==> src/rtl/mapped_spi_flash_pkg.sv <==
// mapped_spi_flash_pkg: shared opcodes, bit counts, FSM states and helpers for the SPI flash port
// Build option: SPI_FLASH_FAST_READ_EN selects FAST_READ (0x0B) with 8 dummy bits.
package mapped_spi_flash_pkg;
    localparam logic [7:0] READ_OP = 8'h03;
    localparam logic [7:0] FAST_READ_OP = 8'h0B;
`ifdef SPI_FLASH_FAST_READ_EN
    localparam bit FAST = 1'b1;
`else
    localparam bit FAST = 1'b0;
`endif
    localparam logic [7:0] OPCODE = FAST ? FAST_READ_OP : READ_OP;
    localparam int ADDR_BITS = 24;
    localparam int DUMMY_BITS = FAST ? 8 : 0;
    localparam int RECV_BITS = 32;
    localparam int SEND_BITS = 8 + ADDR_BITS + DUMMY_BITS;
    localparam int TOTAL_BITS = SEND_BITS + RECV_BITS;
    localparam int CNT_W = 7;

    typedef enum logic [1:0] {IDLE, SEND, RECV} state_t;

    function automatic logic [SEND_BITS-1:0] send_word(input logic [19:0] wa);
`ifdef SPI_FLASH_FAST_READ_EN
        return {OPCODE, 2'b00, wa, 2'b00, 8'h00};
`else
        return {OPCODE, 2'b00, wa, 2'b00};
`endif
    endfunction

    // Flash delivers byte a first into the MSBs; the bus wants it in the LSBs.
    function automatic logic [31:0] bswap32(input logic [31:0] w);
        return {w[7:0], w[15:8], w[23:16], w[31:24]};
    endfunction
endpackage

==> src/rtl/mapped_spi_flash_shifter.sv <==
// spi_flash_shifter: SPI mode-0 bit engine (bit counter, CLK phase, shift-out, shift-in)
// Ports: clk/reset; start loads send word; active runs the bit engine;
//        sck = serial clock, mosi = current out bit, bit_cnt = completed bits, rx = last 32 bits in.
module spi_flash_shifter
    import mapped_spi_flash_pkg::*;
(
    input  logic                 clk,
    input  logic                 reset,
    input  logic                 start,
    input  logic                 active,
    input  logic [SEND_BITS-1:0] load,
    input  logic                 miso,
    output logic                 sck,
    output logic                 mosi,
    output logic [CNT_W-1:0]     bit_cnt,
    output logic [31:0]          rx
);
    logic [SEND_BITS-1:0] sout;

    // The edge raising sck samples MISO; the edge lowering it advances to the next bit.
    always_ff @(posedge clk) begin
        if (reset) begin
            sck <= 1'b0;
            bit_cnt <= '0;
            sout <= '0;
            rx <= '0;
        end else if (start) begin
            sck <= 1'b0;
            bit_cnt <= '0;
            sout <= load;
        end else if (active) begin
            if (!sck) begin
                sck <= 1'b1;
                rx <= {rx[30:0], miso};
            end else begin
                sck <= 1'b0;
                bit_cnt <= bit_cnt + 1'b1;
                sout <= sout << 1;
            end
        end
    end

    assign mosi = sout[SEND_BITS-1];
endmodule

==> src/rtl/mapped_spi_flash.sv <==
// mapped_spi_flash: memory-mapped read-only SPI flash port returning little-endian 32-bit words
// Ports: clk, reset (sync, active high); rstrb + word_address start a read while idle;
//        rdata/rbusy to the bus; CLK/CS_N/MOSI/MISO to the flash.
// Build option: SPI_FLASH_FAST_READ_EN (FAST_READ with dummy byte, 144-cycle reads).
module mapped_spi_flash
    import mapped_spi_flash_pkg::*;
(
    input  logic        clk,
    input  logic        reset,
    input  logic        rstrb,
    input  logic [19:0] word_address,
    output logic [31:0] rdata,
    output logic        rbusy,
    output logic        CLK,
    output logic        CS_N,
    output logic        MOSI,
    input  logic        MISO
);
    state_t state, next;
    logic [CNT_W-1:0] bit_cnt;
    logic [31:0] rx;
    logic mosi_raw, start, bit_end;

    assign start = state == IDLE && rstrb;
    assign bit_end = CLK;

    spi_flash_shifter u_shift (
        .clk     (clk),
        .reset   (reset),
        .start   (start),
        .active  (state != IDLE),
        .load    (send_word(word_address)),
        .miso    (MISO),
        .sck     (CLK),
        .mosi    (mosi_raw),
        .bit_cnt (bit_cnt),
        .rx      (rx)
    );

    always_comb begin
        next = state;
        next = start ? SEND :
               (state == SEND && bit_end && bit_cnt == CNT_W'(SEND_BITS - 1)) ? RECV :
               (state == RECV && bit_end && bit_cnt == CNT_W'(TOTAL_BITS - 1)) ? IDLE : state;
    end

    always_ff @(posedge clk) begin
        if (reset) begin
            state <= IDLE;
            rdata <= '0;
        end else begin
            state <= next;
            if (state == RECV && next == IDLE) rdata <= bswap32(rx);
        end
    end

    assign rbusy = state != IDLE;
    assign CS_N = state == IDLE;
    assign MOSI = state == SEND && mosi_raw;
endmodule

==> config.mk <==
export PLATFORM = sky130hd
export DESIGN_NAME = mapped_spi_flash
export DESIGN_NICKNAME = d
export VERILOG_FILES = /design/src/rtl/mapped_spi_flash_pkg.sv /design/src/rtl/mapped_spi_flash_shifter.sv /design/src/rtl/mapped_spi_flash.sv
export SDC_FILE = /design/constraint.sdc
export NUM_CORES = 1
export LEC_CHECK = 0
export CAP_MARGIN = 5
export CORE_MARGIN = 1.5
export CORE_UTILIZATION = 40
export DETAILED_ROUTE_END_ITERATION = 8
export DONT_BUFFER_PORTS = 1
export GPL_TIMING_DRIVEN = 1
export PLACE_DENSITY = 0.59
export SLEW_MARGIN = 20
export SYNTH_ARGS = -nofsm -noshare
export SYNTH_HDL_FRONTEND = slang
export SYNTH_SLANG_ARGS = --single-unit
==> constraint.sdc <==
create_clock -name clk -period 2.8 [get_ports clk]
set_clock_uncertainty 0.05 [all_clocks]
set_input_delay 0.7 -clock clk [delete_from_list [all_inputs] [get_ports clk]]
set_output_delay 0.7 -clock clk [all_outputs]
set_load 0.02 [all_outputs]
==> flow_summary_export.csv <==
group,metric,value,unit
synth,ys_types,36,
drt,drtPass1Iterations,4,
global_routing,grt_start_max_net_pins,90,
global_routing,grt_pass1_wl,15600,um
synth,avgSynthCellArea,8.50,um2
synth,ys_top_cells_by_area,"dfxtp_1, a21oi_1, nand2_1, o31ai_1, nand4_1",
pwr,powerDensity,591,mW/mm2
sta,fmax,438,MHz
floorplan,io_pins,60,
drt,avgViaCountPerCell,5.76,
final_layout,areaGrowthSynthToFinish,4.50,%
clocking,htree_levels,3,
floorplan,num_rows,36,
critical_path,setup.worst_path.start_class,"register",
job,maxCapViolCount,0,
drt,antenna_left,0,
global_routing,grt_overflow,0,
clocking,cts_hold_buf,0,
final_layout,fin_area,0.00433,mm2
synth,synth_fp_nets,513,
synth,yosys.area.top_type_share,0.502,
placed_design,gp_congestion,0.781,
global_routing,grt_pass1_vias,3168,
critical_path,worstPathArrival,1.53,ns
clocking,cts.sinks,104,
final_layout,diodes,0,
placed_design,dp_hpwl,5610,um
final_layout,layout.nets,482,
clocking,numCtsBuffers,9,
floorplan,core_area,0.00991,mm2
floorplan,dieWidth,105,um
drt,wirelength,9370,um
placed_design,portBuffers,0,
worst_hold_path,hp-class,"in2reg",
pwr,power,0.00256,W
final_layout,final_cell_mix,"dfxtp_1, a21oi_1, nand2_1, o31ai_1, nand4_1",
drt,routedWlPerCell,15.8,um
synth,ys_warn_count,0,
critical_path,critPathRequiredTime,2.05,ns
sta,hold_viol,0,
placed_design,dpl_cell_area,0.00414,mm2
run_status,status,"completed",
sta,fin_setup_tns,0,ns
global_routing,grt_use_total,0.171,
synth,synthCells,488,
pwr,p_leak,1.30,nW
sta,tightest_slew,0.845,ns
floorplan,initial_utilization,0.418,
drt,first_iter_violations,246,
clocking,ctsResizeCount,0,
floorplan,die_y,105,um
worst_hold_path,holdPathStages,1,
sta,rsz0062_at_grt,"no",
sta,slew_headroom,0.435,
clocking,cts_setup_buffers,0,
sta,fin_crit_sh,0.815,
clocking,cts_tree,"yes",
sta,setup-violations-final,0,
synth,synthArstFlopShare,0,
clocking,clk_path_buf_depth,2,
clocking,cts-root-buf,"clkbuf_8",
clocking,path_clk_slew,0.09,ns
synth,yosys.area.top_type,"dfxtp_1",
global_routing,antenna_found_initial,0,
drt,vias,3423,
final_layout,layout-drive-gt1-share,0.0629,
drt,drcViolationCount,0,
clocking,clock_latency,0.36,ns
critical_path,cp_max_fo,14,
sta,fin_crit,2.28,ns
sta,slew_viol_final,0,
synth,synth_ff_type,"dfxtp_1",
critical_path,worst_setup_path_end_kind,"primary output",
final_layout,fillers,998,
pwr,vdd_drop_max,332,uV
synth,ys_seq_area_frac,0.502,
critical_path,criticalPathCategory,"reg2out",
critical_path,reg2regPathDepth,3,
floorplan,dieArea,0.0110,mm2
synth,ys_seq_elements,104,
final_layout,final_common_cell,"dfxtp_1",
synth,syn-cell-area,0.00415,mm2
synth,synth_edf_count,0,
-- where the power goes --
part / switching (W) / internal [W]
combinational: 0.0000778 / 0.0000353
sequential: 0.0000218 / 0.00150
clock: 0.000493 / 0.000431
-- synth_stat cells, types with 2 or more instances --
cell       instances
or3_1              3
o31ai_1           35
a21oi_1           96
nand2_1           86
nor2_1             6
and3_1             2
dfxtp_1          104
buf_2             17
and3b_1            2
nand3b_1           2
nor3_1             3
inv_1              3
o2111ai_1          2
nand3_1           22
clkbuf_1          26
buf_4              7
a22oi_1           19
o21ai_0            3
nand4_1           33
-- flip-flops by register name, indices dropped and copies added (netlist names) --
| signal | flops |
|---|---|
| u_shift.sck | 1 |
| rdata | 32 |
| u_shift.bit_cnt | 7 |
| state | 2 |
| u_shift.rx | 32 |
| u_shift.sout | 30 |
-- final cells by class --
cell class	count	area, um2	area share
well taps	133	166	0.0384
inverters	3	11.3	0.00260
repair buffers	10	75.1	0.0173
clock inverters	5	57.6	0.0133
multi-input cells	329	1800	0.416
flip-flops and latches	104	2080	0.481
clock buffers	10	138	0.0318
-- layer usage --
layer / global-route usage / routed length, um
met5: 0 / 0
met4: 0.0568 / 36
met3: 0.0530 / 590
met2: 0.288 / 4680
met1: 0.208 / 4060
-- kinds of logic (layout without fill, tap and decap cells) --
logic type | after synthesis | count (layout) | synth area share
buffers and inverters | 55 | 28 | 0.0631
and+or+nand+nor | 163 | 163 | 0.188
AOI/OAI and AO/OA | 163 | 163 | 0.240
xor gates and xnor gates | 2 | 2 | 0.00423
DFF | 104 | 104 | 0.502
adders and majority gates | 1 | 1 | 0.00302
-- final timing paths --
path,startpoint,to,slack [ns]
max reg2reg,u_shift.sck,u_shift.bit_cnt[5],0.94
min reg2reg,u_shift.sout[21],u_shift.sout[22],0.40
max,state[0],rbusy,0.52
min,reset,rdata[10],0.34
-- stage by stage --
| step | worst slack (ns) | util | std cells | hold slack, ns |
|---|---|---|---|---|
| 6_report | 0.518 | 0.437 | 594 | 0.341 |
| 3_5_place_dp | 0.817 | 0.418 | 579 | 0.396 |
| 4_1_cts | 0.476 | 0.437 | 594 | 0.328 |
| 5_1_grt | 0.413 | 0.437 | 594 | 0.315 |
| 3_3_place_gp | 0.879 | 0.418 | 579 | 0.386 |
| 2_1_floorplan | 0.989 | - | 488 | 0.381 |
-- critical path, cell delays in order, from the launching register on --
cell,delay [ns]
dfxtp_1,0.48
nor2_1,0.45
inv_1,0.24
Note: power is estimated with default switching activity, not from simulation.
